### src/rtl/id_hazard_ctrl.sv
// Decode-stage sequencer: load scoreboard, RAW/WAW/EX-busy stalls and post-redirect flush bubbles.
// Optional macro WB_BYPASS_EN lets a same-cycle writeback clear unblock a stalled instruction.
module id_hazard_ctrl #(
    parameter int REG_ADDR_WIDTH = 5,
    parameter int NUM_REGS       = 32,
    parameter int FLUSH_CYCLES   = 2
) (
    input  logic                      clk,
    input  logic                      rst_n,
    input  logic                      id_valid_i,
    input  logic [REG_ADDR_WIDTH-1:0] id_rs1_addr_i,
    input  logic [REG_ADDR_WIDTH-1:0] id_rs2_addr_i,
    input  logic                      id_rs1_used_i,
    input  logic                      id_rs2_used_i,
    input  logic [REG_ADDR_WIDTH-1:0] id_rd_addr_i,
    input  logic                      id_MemRead_i,
    input  logic                      ex_ready_i,
    input  logic                      ex_redirect_i,
    input  logic                      wb_load_done_i,
    input  logic [REG_ADDR_WIDTH-1:0] wb_rd_addr_i,
    output logic                      pc_stall_o,
    output logic                      if_id_stall_o,
    output logic                      if_id_flush_o,
    output logic                      id_ex_flush_o,
    output logic                      issue_o,
    output logic [NUM_REGS-1:0]       pending_o,
    output logic                      busy_o
);

    typedef enum logic [1:0] {
        ST_RUN,
        ST_STALL,
        ST_FLUSH
    } state_t;

    localparam logic [2:0] FLUSH_RELOAD = 3'(FLUSH_CYCLES - 1);

    state_t              state_reg;
    logic [2:0]          cnt_reg;
    logic [NUM_REGS-1:0] pending_reg;
    logic [NUM_REGS-1:0] pending_next;

    logic pend_rs1, pend_rs2, pend_rd;
    logic raw_hz, waw_hz, hz;
    logic flush_active;
    logic issue;
    logic set_en;

`ifdef WB_BYPASS_EN
    // A load completing this cycle no longer blocks: the register file writes through.
    assign pend_rs1 = pending_reg[id_rs1_addr_i] & ~(wb_load_done_i && (wb_rd_addr_i == id_rs1_addr_i));
    assign pend_rs2 = pending_reg[id_rs2_addr_i] & ~(wb_load_done_i && (wb_rd_addr_i == id_rs2_addr_i));
    assign pend_rd  = pending_reg[id_rd_addr_i]  & ~(wb_load_done_i && (wb_rd_addr_i == id_rd_addr_i));
`else
    assign pend_rs1 = pending_reg[id_rs1_addr_i];
    assign pend_rs2 = pending_reg[id_rs2_addr_i];
    assign pend_rd  = pending_reg[id_rd_addr_i];
`endif

    assign raw_hz = id_valid_i & ((id_rs1_used_i & pend_rs1) | (id_rs2_used_i & pend_rs2));
    assign waw_hz = id_valid_i & id_MemRead_i & pend_rd & (id_rd_addr_i != '0);
    assign hz     = raw_hz | waw_hz | (id_valid_i & ~ex_ready_i);

    assign flush_active = ex_redirect_i | (state_reg == ST_FLUSH);

    // Outputs are gated by rst_n so they fall to zero as soon as reset asserts.
    always_comb begin
        pc_stall_o    = 1'b0;
        if_id_stall_o = 1'b0;
        if_id_flush_o = 1'b0;
        id_ex_flush_o = 1'b0;
        issue         = 1'b0;
        if (rst_n) begin
            if (flush_active) begin
                if_id_flush_o = 1'b1;
                id_ex_flush_o = 1'b1;
            end else if (hz) begin
                pc_stall_o    = 1'b1;
                if_id_stall_o = 1'b1;
                id_ex_flush_o = ex_ready_i;
            end else begin
                issue = id_valid_i;
            end
        end
    end

    assign issue_o = issue;
    assign set_en  = issue & id_MemRead_i & (id_rd_addr_i != '0);

    // Set beats clear on the same register: the issuing load is younger than the one retiring.
    generate
        for (genvar gi = 0; gi < NUM_REGS; gi++) begin : g_sb
            if (gi == 0) begin : g_zero
                assign pending_next[gi] = 1'b0;
            end else begin : g_bit
                assign pending_next[gi] =
                    (set_en && (id_rd_addr_i == REG_ADDR_WIDTH'(gi))) |
                    (pending_reg[gi] & ~(wb_load_done_i && (wb_rd_addr_i == REG_ADDR_WIDTH'(gi))));
            end
        end
    endgenerate

    always_ff @(posedge clk or negedge rst_n) begin
        if (!rst_n) begin
            pending_reg <= '0;
        end else begin
            pending_reg <= pending_next;
        end
    end

    assign pending_o = pending_reg;
    assign busy_o    = |pending_reg;

    always_ff @(posedge clk or negedge rst_n) begin
        if (!rst_n) begin
            state_reg <= ST_RUN;
            cnt_reg   <= '0;
        end else begin
            case (state_reg)
                ST_RUN: begin
                    if (ex_redirect_i) begin
                        state_reg <= ST_FLUSH;
                        cnt_reg   <= FLUSH_RELOAD;
                    end else if (hz) begin
                        state_reg <= ST_STALL;
                    end
                end
                ST_STALL: begin
                    if (ex_redirect_i) begin
                        state_reg <= ST_FLUSH;
                        cnt_reg   <= FLUSH_RELOAD;
                    end else if (!hz) begin
                        state_reg <= ST_RUN;
                    end
                end
                ST_FLUSH: begin
                    if (ex_redirect_i) begin
                        cnt_reg <= FLUSH_RELOAD;
                    end else if (cnt_reg == 3'd0) begin
                        state_reg <= ST_RUN;
                    end else begin
                        cnt_reg <= cnt_reg - 3'd1;
                    end
                end
                default: begin
                    state_reg <= ST_RUN;
                    cnt_reg   <= '0;
                end
            endcase
        end
    end

endmodule

### config.mk
export PLATFORM = sky130hd
export DESIGN_NAME = id_hazard_ctrl
export DESIGN_NICKNAME = d
export VERILOG_FILES = /design/src/rtl/id_hazard_ctrl.sv
export SDC_FILE = /design/constraint.sdc
export NUM_CORES = 1
export LEC_CHECK = 0
export ABC_AREA = 1
export CAP_MARGIN = 40
export CELL_PAD_IN_SITES_DETAIL_PLACEMENT = 1
export CELL_PAD_IN_SITES_GLOBAL_PLACEMENT = 1
export CORE_MARGIN = 3
export CORE_UTILIZATION = 38
export CTS_CLUSTER_DIAMETER = 80
export CTS_CLUSTER_SIZE = 25
export DETAILED_ROUTE_END_ITERATION = 8
export HOLD_SLACK_MARGIN = 0.06
export PLACE_DENSITY = 0.93
export SYNTH_ARGS = -nofsm -noshare
export SYNTH_HDL_FRONTEND = slang
export SYNTH_SLANG_ARGS = --single-unit
### constraint.sdc
create_clock -name clk -period 3.3 [get_ports clk]
set_input_delay 0.66 -clock clk [delete_from_list [all_inputs] [get_ports clk]]
set_output_delay 0.66 -clock clk [all_outputs]
set_load 0.03 [all_outputs]
==> out/metrics.cfg, run 1 <==
[status]
outcome = completed

[finish]
instances_no_fill = 713
nets = 641
design_area_um2 = 4230
fillCellCount = 1113
layout_common_cells = 170 x nand2_1, 60 x inv_1, 55 x clkdlybuf4s50_1, 51 x o21ai_0, 45 x nor2_1
mostFrequentLayoutCell = nand2_1
antennaDiodeCount = 0
drive_gt1_share_pct = 10.5
largest_reg_flops = 31
syn_to_final_growth_pct = 33.6

[sta]
hold_ws_ns = 0.406
worstMarginPinSlew_ns = 0.573
finalSetupViolCount = 0
drv_slew = 0
timing.fmax_ghz = 0.313
final.period_utilization_pct = 96.8
max-slew-margin-rel_pct = 61.8
clock_skew_ns = 0.0197
setup_ws_ns = 0.105
finalCriticalPeriod_ns = 3.19
hold_viol = 0

[critical_path]
crit_buf_inv = 4
start_kind = input pin
crit_path_end_kind = primary output
critPathSlowestCell = clkdlybuf4s50_1
crit_chain = clkdlybuf4s50_1, buf_4, nand2_1, inv_1, nand2_1, nand2_1, nor2_1, nor2_1, nand2_1, nand3_2, nor2_4, nor2_1, nand2_1, nand2_1, buf_4
critPathKind = input pin to primary output
cp.required_ns = 2.64
cp_top_family = buffers and inverters
path_max_fanout = 4
path_common_cell = nand2_1
slowest_delay_ns = 0.52
arrival_ns = 2.53

[routing]
routed_wl_mm = 14.6
via_per_inst = 5.85
avgRoutedWirePerCell_um = 20.5
wl_met1_mm = 5.73
routed-wl-met3_mm = 1.02
drcViolationCount = 0
wl_met2_mm = 7.23
num_vias = 4169
top_layer = met4
drtIter0Drc = 237
drt.antenna.violating_nets = 0
drt_first_pass_iters = 5

[synthesis]
postSynthAreaPerCell_um2 = 5.99
syn_inst = 529
async_reset_ff_share_pct = 100
synth_nets = 560
synth_warnings = 0
synth_ff_type = dfrtp_1
ys_seq_area_share_pct = 28.4
ys_types = 26
ys_seq_elements = 36
synth_edf_count = 0
netlist_area_um2 = 3170

[global_routing]
grt_pass1_wl_mm = 23.3
grt_pass1_vias = 4383
track_usage_pct = 30.2
grt_max_degree = 38
overflow = 0
antenna_found_initial = 0

[cts]
htreeDepth = 2
clock_sinks = 36
path_clk_slew_ns = 0.09
clockRootBuffer = clkbuf_8
cts_buffers = 5
clockBufferDepth = 2
cts_tree = done
clk_latency_ns = 0.30
cts_hold_buf = 0

[pwr]
peakVddDrop_uv = 264
p_per_area_nw_per_um2 = 338
p_leak_nw = 2.14

[flow_run]
max-cap-violations = 0

[place]
place_ws_ns = -0.0548
place_area_um2 = 4000
dp_cells = 699
port-buffer-count = 65
gp_congestion = 0.966
dpl.hpwl_mm = 10.5

[hold_path]
hold_path_class = input pin to asynchronous set/reset pin

[floorplanning]
core-area_um2 = 7890
initial_core_util_pct = 40.1
num_rows = 32
die_x_um = 97.3
dieHeight_um = 97.3
die_area_um2 = 9470
pin_count = 67

per-layer routing:
layer,track usage [%],vias to the layer above
met4,12.2,0
met2,52.6,223
met5,0,-
li1,-,1891
met1,37.5,1995
met3,4.24,60
worst paths after layout:
path                                           from                        to  slack [ns]  depth (start not counted)
min                                           rst_n   pending_o[12]$_DFF_PN0_        0.41                          2
max in group asynchronous                     rst_n    pending_o[9]$_DFF_PN0_        2.52                          2
max                                 id_rd_addr_i[3]             id_ex_flush_o        0.11                         15
min in group clk           state_reg[1]$_DFFE_PN0P_  state_reg[1]$_DFFE_PN0P_        0.55                          1
min reg2reg                state_reg[1]$_DFFE_PN0P_  state_reg[1]$_DFFE_PN0P_        0.55                          1
max reg2reg                 pending_o[12]$_DFF_PN0_   pending_o[28]$_DFF_PN0_        1.02                         13
worst register-to-register path, cell delays in order, from the launching register on:
cell and delay, ns:
dfrtp_1 0.49, inv_1 0.15, o21ai_0 0.10, nand2_1 0.07, nand3_1 0.06, nand3_1 0.09, nand3_1 0.09, nand3_2 0.14
nand3_2 0.12, nor2_4 0.14, buf_4 0.11, buf_4 0.30, nand4_1 0.18, nand2_1 0.16
cell families (layout without fill, tap and decap cells):
family	count (synthesis)	in the layout	share of synthesized area, %
buf+inv	92	174	13.7
fa+ha+maj	2	2	0.790
other cells	1	1	0.118
simple gates	322	322	44.7
xor+xnor	1	1	0.277
compound gates	75	75	12.0
flops	36	36	28.4
through the flow:
step	power, mW	setup TNS (ns)	util (%)
detailed placement	0.997	-0.0766	50.8
finish	1.43	0	53.6
CTS	1.41	0	52.3
global placement	0.969	0	50.6
floorplan	0.801	0	-
global route	1.50	-0.0525	53.6
synth_stat cells, drive strengths merged (2+ instances only):
master | count | share of area (%)
o21ai | 58 | 9.2
inv | 64 | 7.6
ha | 2 | 0.79
a21oi | 15 | 2.4
nand3 | 44 | 7.1
o211ai | 2 | 0.47
nor3 | 15 | 2.5
dfrtp | 36 | 28
nor2 | 50 | 6.2
clkbuf | 4 | 0.47
buf | 23 | 5.5
nand4 | 34 | 6.7
nor4 | 8 | 1.6
nand2 | 171 | 21
power breakdown:
part           total, mW  leakage (nW)  switching, mW  internal (mW)
clock              0.410        0.0541          0.186          0.224
combinational      0.508          1.59          0.323          0.185
sequential         0.511         0.495         0.0367          0.475
total               1.43          2.14          0.546          0.883
area by class of cell:
class / instances / area [µm²] / area share (%)
inverter: 65 / 244 / 5.77
clock inverter: 3 / 42.5 / 1.01
multi-input combinational: 401 / 1870 / 44.2
sequential: 36 / 901 / 21.3
timing repair buffer: 101 / 977 / 23.1
tap: 102 / 128 / 3.02
clock buffer: 5 / 68.8 / 1.63
repair_timing:
action	4_1_cts	5_1_grt
pin swaps	0	2
resized for setup	3	18
endpoints found under the setup margin	4	4
endpoints found under the hold margin	0	0
buffers inserted	0	3
gates cloned	0	3
No activity file was read; power rests on OpenSTA's default activity.
==> run 2: changes to the inputs <==
Settings changed: ABC_AREA 1 to not set, CORE_UTILIZATION 38 to 41.
==> out/metrics.cfg, run 2 <==
[sta]
setup_ws_ns = -0.114  ; was 0.105 ns
final.period_utilization_pct = 103  ; was 96.8%
finalCriticalPeriod_ns = 3.41  ; was 3.19 ns
hold_viol = 0  ; unchanged
worstMarginPinSlew_ns = 0.707  ; was 0.573 ns
drv_slew = 0  ; unchanged
hold_ws_ns = 0.446  ; was 0.406 ns
timing.fmax_ghz = 0.293  ; was 0.313 GHz
clock_skew_ns = 0.0188  ; was 0.0197 ns
finalSetupViolCount = 6  ; was 0
max-slew-margin-rel_pct = 52.4  ; was 61.8%

[critical_path]
start_kind = input pin  ; unchanged
slowest_delay_ns = 0.41  ; was 0.52 ns
crit_path_end_kind = primary output  ; unchanged
crit_chain = dlygate4sd2_1, buf_4, inv_1, o32a_1, o221ai_2, a211o_4, nand3_4, buf_12, nor2_4, buf_6  ; was clkdlybuf4s50_1, buf_4, nand2_1, inv_1, nand2_1, nand2_1, nor2_1, nor2_1, nand2_1, nand3_2, nor2_4, nor2_1, nand2_1, nand2_1, buf_4
path_max_fanout = 5  ; was 4
critPathSlowestCell = o32a_1  ; was clkdlybuf4s50_1
arrival_ns = 2.75  ; was 2.53 ns
critPathKind = input pin to primary output  ; unchanged
cp.required_ns = 2.64  ; about the same

[synthesis]
synth_ff_type = dfrtp_1  ; unchanged
synth_edf_count = 0  ; unchanged
yosys-top-cells-count = 39 x o21ai_0, 36 x dfrtp_1, 21 x mux4_2  ; was 170 x nand2_1, 62 x inv_1, 53 x o21ai_0
syn_inst = 259  ; was 529
synth_warnings = 0  ; unchanged
yosys.area.top_type = dfrtp_1  ; unchanged
netlist_area_um2 = 2690  ; was 3170 µm²
ys_types = 44  ; was 26
yosysMostFrequentCell = o21ai_0  ; was nand2_1
postSynthAreaPerCell_um2 = 10.4  ; was 5.99 µm²
ys_top_cells_by_area = dfrtp_1 34%, mux4_2 18%, o21ai_0 7.3%  ; was dfrtp_1 28%, nand2_1 20%, o21ai_0 8.4%
yosysTopAreaCellShare_pct = 33.5  ; was 28.4%
ys_seq_area_share_pct = 33.5  ; was 28.4%
ys_seq_elements = 36  ; unchanged
async_reset_ff_share_pct = 100  ; unchanged
synth_nets = 290  ; was 560

[pwr]
p_leak_nw = 1.80  ; was 2.14 nW
clkPwrFrac_pct = 29.7  ; was 28.7%
p_int_mw = 0.977  ; was 0.883 mW
p_comb_share_pct = 37.7  ; was 35.6%
power.total_mw = 1.54  ; was 1.43 mW
p_per_area_nw_per_um2 = 364  ; was 338 nW/µm²
peakVddDrop_uv = 323  ; was 264 µV
swShare_pct = 36.6  ; was 38.2%
seq_power_share_pct = 32.6  ; was 35.8%
p_sw_mw = 0.564  ; was 0.546 mW

[floorplanning]
die_area_um2 = 7560  ; was 9470 µm²
pin_count = 67  ; unchanged
dieHeight_um = 87.0  ; was 97.3 µm
initial_core_util_pct = 43.8  ; was 40.1%
num_rows = 28  ; was 32
die_x_um = 87.0  ; was 97.3 µm
core-area_um2 = 6130  ; was 7890 µm²

[global_routing]
track_usage_pct = 40.4  ; was 30.2%
overflow = 0  ; unchanged
use_met1_pct = 46.7  ; was 37.5%
antenna_found_initial = 0  ; unchanged
grt.met2_usage_pct = 64.6  ; was 52.6%
grtUsageMet3_pct = 11.1  ; was 4.24%
grt_pass1_vias = 3567  ; was 4,383
grt_max_degree = 39  ; was 38
top_usage_layer = met2  ; unchanged
grt_pass1_wl_mm = 22.4  ; was 23.3 mm

[cts]
cts_buffers = 5  ; unchanged
clock_sinks = 36  ; unchanged
path_clk_slew_ns = 0.10  ; was 0.09 ns
clockBufferDepth = 2  ; unchanged
htreeDepth = 2  ; unchanged
cts_hold_buf = 0  ; unchanged
cts_tree = done  ; unchanged
clk_latency_ns = 0.30  ; about the same
clockRootBuffer = clkbuf_8  ; unchanged

[routing]
drt_first_pass_iters = 5  ; unchanged
num_vias = 3687  ; was 4,169
drt.antenna.violating_nets = 0  ; unchanged
avgRoutedWirePerCell_um = 39.5  ; was 20.5 µm
via_per_inst = 8.18  ; was 5.85
routed_wl_mm = 17.8  ; was 14.6 mm
drcViolationCount = 0  ; unchanged
drtIter0Drc = 614  ; was 237

[status]
violations = setup timing
outcome = finished with violations  ; was completed

[finish]
layout_common_cells = 57 x buf_4, 50 x clkdlybuf4s50_1, 37 x o21ai_0, 36 x dfrtp_1, 21 x mux4_2  ; was 170 x nand2_1, 60 x inv_1, 55 x clkdlybuf4s50_1, 51 x o21ai_0, 45 x nor2_1
drive_gt1_share_pct = 38.3  ; was 10.5%
mostFrequentLayoutCell = buf_4  ; was nand2_1
syn_to_final_growth_pct = 57.7  ; was 33.6%
nets = 406  ; was 641
fillCellCount = 616  ; was 1,113
antennaDiodeCount = 0  ; unchanged
largest_reg_flops = 31  ; unchanged

[hold_path]
hold_path_class = input pin to asynchronous set/reset pin  ; unchanged

[place]
dpl.hpwl_mm = 9.36  ; was 10.5 mm
gp_congestion = 1.02  ; was 0.966
port-buffer-count = 65  ; unchanged

[flow_run]
max-cap-violations = 0  ; unchanged

-- run 2: metrics by stage --
step                instances  TNS (ns)  worst slack [ns]  utilization (%)  cell area, µm²
CTS                       447         0           0.00107             67.1            4110
finish                    451    -0.405            -0.114             69.1            4240
global route              451     -1.39            -0.328             69.1            4240
global placement          427     -4.96            -0.917             60.5            3710
floorplan                 259    -0.138           -0.0750                -            2690
detailed placement        427    -12.14             -1.10             60.5            3710
-- run 2: area by class of cell --
type	count	area (µm²)	area share [%]
tap	75	93.8	2.21
multi-input combinational	194	1870	44.2
timing repair buffer	130	1210	28.7
clock buffer	7	96.3	2.27
inverter	8	30.0	0.708
sequential	36	901	21.3
clock inverter	1	30.0	0.708
-- run 2: layer usage --
metal / wire length [µm] / share of wire (%) / vias up
li1: - / - / 1282
met5: 0 / 0 / -
met1: 5790 / 32 / 1729
met2: 7590 / 43 / 485
met4: 1800 / 10 / 0
met3: 2660 / 15 / 191
-- run 2: cells by family (layout without fill, tap and decap cells) --
group | count (synthesis) | in the layout | synth area share [%]
flops | 36 | 36 | 33.5
fa+ha+maj | 2 | 2 | 0.931
buf+inv | 29 | 146 | 4.61
simple gates | 73 | 73 | 15.4
mux | 30 | 30 | 21.2
other cells | 1 | 1 | 0.140
compound gates | 87 | 87 | 23.9
xor+xnor | 1 | 1 | 0.326
-- run 2: worst paths after layout --
path                            depth (start not counted)                    from  slack (ns)                 endpoint
worst max-delay path                                   10        id_rs1_addr_i[2]       -0.11                  issue_o
worst min-delay path                                    2                   rst_n        0.45  pending_o[22]$_DFF_PN0_
worst max register to register                          8  pending_o[6]$_DFF_PN0_        0.08   pending_o[6]$_DFF_PN0_
worst min register to register                          2  cnt_reg[1]$_DFFE_PN0P_        0.56   cnt_reg[1]$_DFFE_PN0P_
max in group asynchronous                               2                   rst_n        2.47  pending_o[13]$_DFF_PN0_
min in group clk                                        2  cnt_reg[1]$_DFFE_PN0P_        0.56   cnt_reg[1]$_DFFE_PN0P_
-- run 2: critical path, delay by kind of cell --
family	cells	cell delay, ns
buffers and inverters	5	1.01
AND/OR/NAND/NOR	2	0.20
AO/OA/AOI/OAI	3	0.87
-- run 2: what timing repair did --
item / 4_1_cts / 5_1_grt
buffers inserted: 10 / 3
cloned: 2 / 1
pin swaps: 8 / 9
endpoints found under the hold margin: 0 / 0
setup endpoints to repair: 28 / 4
gates resized for setup: 54 / 37
-- run 2: power groups by stage --
stage | Sequential (mW) | Clock, mW | Combinational [mW]
2_1_floorplan | 0.513 | 0 | 0.255
3_3_place_gp | 0.502 | 0 | 0.424
5_1_grt | 0.506 | 0.472 | 0.605
6_report | 0.503 | 0.457 | 0.581
3_5_place_dp | 0.507 | 0 | 0.459
4_1_cts | 0.499 | 0.441 | 0.509
==> run 3: changes to the inputs <==
Settings changed: CORE_MARGIN 3 to not set, CTS_CLUSTER_SIZE 25 to 40, PLACE_DENSITY 0.93 to not set, PLACE_DENSITY_LB_ADDON set to 0.1.
==> out/metrics.cfg, run 3 (synthesis gave the netlist of run 2 again) <==
[routing]
avgRoutedWirePerCell_um = 28.0  ; was 39.5 µm
routed_wl_mm = 12.5  ; was 17.8 mm
via_per_inst = 6.95  ; was 8.18
routed-wl-met3_mm = 1.06  ; was 2.66 mm
drcViolationCount = 0  ; unchanged
drt_first_pass_iters = 6  ; was 5
num_vias = 3115  ; was 3,687
wl_met2_mm = 6.11  ; was 7.59 mm
drt.antenna.violating_nets = 0  ; unchanged
top_layer = met4  ; unchanged
wl_met1_mm = 4.79  ; was 5.79 mm
drtIter0Drc = 229  ; was 614

[finish]
mostFrequentLayoutCell = clkdlybuf4s50_1  ; was buf_4
largest_reg_flops = 31  ; unchanged
design_area_um2 = 4070  ; was 4240 µm²
syn_to_final_growth_pct = 51.5  ; was 57.7%
antennaDiodeCount = 0  ; unchanged
nets = 401  ; was 406
finish.utilization_pct = 64.1  ; was 69.1%
fillCellCount = 687  ; was 616
layout_common_cells = 51 x clkdlybuf4s50_1, 50 x buf_4, 38 x o21ai_0, 36 x dfrtp_1, 21 x mux4_2  ; was 57 x buf_4, 50 x clkdlybuf4s50_1, 37 x o21ai_0, 36 x dfrtp_1, 21 x mux4_2
drive_gt1_share_pct = 34.5  ; was 38.3%
instances_no_fill = 448  ; was 451

[place]
place_area_um2 = 3740  ; was 3710 µm²
port-buffer-count = 65  ; unchanged
place_ws_ns = -1.01  ; was -1.10 ns
dp_cells = 433  ; was 427
dpl.hpwl_mm = 8.19  ; was 9.36 mm
gp_congestion = 0.886  ; was 1.02

[critical_path]
path_max_fanout = 4  ; was 5
cp.required_ns = 2.64  ; about the same
crit_chain = clkdlybuf4s50_1, nor3_1, o21ai_0, o221ai_2, a211o_1, buf_4, buf_4, a31oi_4, buf_6  ; was dlygate4sd2_1, buf_4, inv_1, o32a_1, o221ai_2, a211o_4, nand3_4, buf_12, nor2_4, buf_6
cp-endpoint = if_id_stall_o  ; was issue_o
critPathSlowestCell = clkdlybuf4s50_1  ; was o32a_1
r2r_end = pending_o[31]$_DFF_PN0_  ; was pending_o[6]$_DFF_PN0_
reg2reg_slack_ns = 0.53  ; was 0.08 ns
crit_path_end_kind = primary output  ; unchanged
start_kind = input pin  ; unchanged
worstRegToRegCells = 9  ; was 8
r2r_start = pending_o[16]$_DFF_PN0_  ; was pending_o[6]$_DFF_PN0_
critPathLaunch = id_rs1_addr_i[3]  ; was id_rs1_addr_i[2]
slowest_delay_ns = 0.61  ; was 0.41 ns
arrival_ns = 2.64  ; was 2.75 ns
critPathKind = input pin to primary output  ; unchanged
path_common_cell = buf_4

[sta]
max-slew-margin-rel_pct = 63.0  ; was 52.4%
final.period_utilization_pct = 99.9  ; was 103%
hold_viol = 0  ; unchanged
worstMarginPinSlew_ns = 0.556  ; was 0.707 ns
timing.fmax_ghz = 0.303  ; was 0.293 GHz
hold_ws_ns = 0.243  ; was 0.446 ns
setup_ws_ns = 0.00338  ; was -0.114 ns
drv_slew = 0  ; unchanged
finalSetupViolCount = 0  ; was 6
clock_skew_ns = 0.0174  ; was 0.0188 ns
finalCriticalPeriod_ns = 3.30  ; was 3.41 ns

[global_routing]
grt_pass1_vias = 3226  ; was 3,567
grt_pass1_wl_mm = 18.0  ; was 22.4 mm
antenna_found_initial = 0  ; unchanged
grt_max_degree = 27  ; was 39
track_usage_pct = 34.0  ; was 40.4%
overflow = 0  ; unchanged

[hold_path]
hold_path_class = input pin to asynchronous set/reset pin  ; unchanged

[pwr]
p_per_area_nw_per_um2 = 331  ; was 364 nW/µm²
peakVddDrop_uv = 280  ; was 323 µV
p_leak_nw = 1.71  ; was 1.80 nW

[flow_run]
max-cap-violations = 0  ; unchanged

[cts]
cts_buffers = 5  ; unchanged
clockRootBuffer = clkbuf_8  ; unchanged
clock_sinks = 36  ; unchanged
cts_tree = done  ; unchanged
cts_hold_buf = 0  ; unchanged
path_clk_slew_ns = 0.09  ; was 0.10 ns
clockBufferDepth = 2  ; unchanged
clk_latency_ns = 0.30  ; about the same
htreeDepth = 2  ; unchanged

[status]
outcome = completed  ; was finished with violations

[floorplanning]
pin_count = 67  ; unchanged
dieHeight_um = 83.0  ; was 87.0 µm
core-area_um2 = 6350  ; was 6130 µm²
die_x_um = 83.0  ; was 87.0 µm
initial_core_util_pct = 42.3  ; was 43.8%
num_rows = 29  ; was 28
die_area_um2 = 6880  ; was 7560 µm²

[run 3: cell count changes in the layout (fill, tap and decap cells not counted), moves of 2 or more]
cell,before,now
clkbuf_1,0,2
nor2b_1,6,8
buf_4,57,50
dlymetal6s2s_1,2,0
dlygate4sd2_1,1,3
clkbuf_2,3,5
[run 3: metrics by stage]
step | setup TNS [ns] | total power, mW
floorplan | -0.138 | 0.768
global placement | -6.90 | 0.938
detailed placement | -9.36 | 0.954
CTS | -0.0305 | 1.31
global route | -0.0495 | 1.40
finish | 0 | 1.35
[run 3: worst max-delay path: cells and delay by family]
kind / cells / cell delay [ns]
and+or+nand+nor: 1 / 0.09
AOI/OAI and AO/OA: 4 / 0.82
buffers and inverters: 4 / 1.06
[run 3: how the worst min path moves through the flow]
stage,start,to,slack (ns)
after floorplan,rst_n,cnt_reg[0]$_DFFE_PN0P_,0.36
after global placement,cnt_reg[1]$_DFFE_PN0P_,cnt_reg[1]$_DFFE_PN0P_,0.51
after detailed placement,cnt_reg[1]$_DFFE_PN0P_,cnt_reg[1]$_DFFE_PN0P_,0.51
after CTS,rst_n,state_reg[0]$_DFFE_PN0P_,0.25
after global routing,rst_n,state_reg[0]$_DFFE_PN0P_,0.26
final,rst_n,state_reg[0]$_DFFE_PN0P_,0.24
[run 3: area by class of cell]
type / instances / area (µm²) / area share [%]
clock buffer: 8 / 90.1 / 2.21
sequential: 36 / 901 / 22.1
tap: 77 / 96.3 / 2.37
multi-input combinational: 194 / 1800 / 44.2
timing repair buffer: 125 / 1150 / 28.3
inverter: 8 / 30.0 / 0.737
[run 3: what timing repair did]
action,CTS,global route
hold endpoints to repair,0,0
gates resized for setup,46,23
setup endpoints to repair,7,4
buffers inserted,5,2
gates cloned,1,0
pin swaps,8,9
[run 3: layer usage]
metal,track usage (%),vias up
met5,0,-
met4,12.9,0
met3,6.96,49
met2,58.0,239
met1,42.5,1553
li1,-,1274
[run 3: power by group]
part | switching, mW | internal, mW | total (mW) | leakage (nW)
clock | 0.171 | 0.171 | 0.342 | 0.0455
sequential | 0.0271 | 0.471 | 0.498 | 0.494
combinational | 0.282 | 0.225 | 0.507 | 1.17
total | 0.480 | 0.867 | 1.35 | 1.71
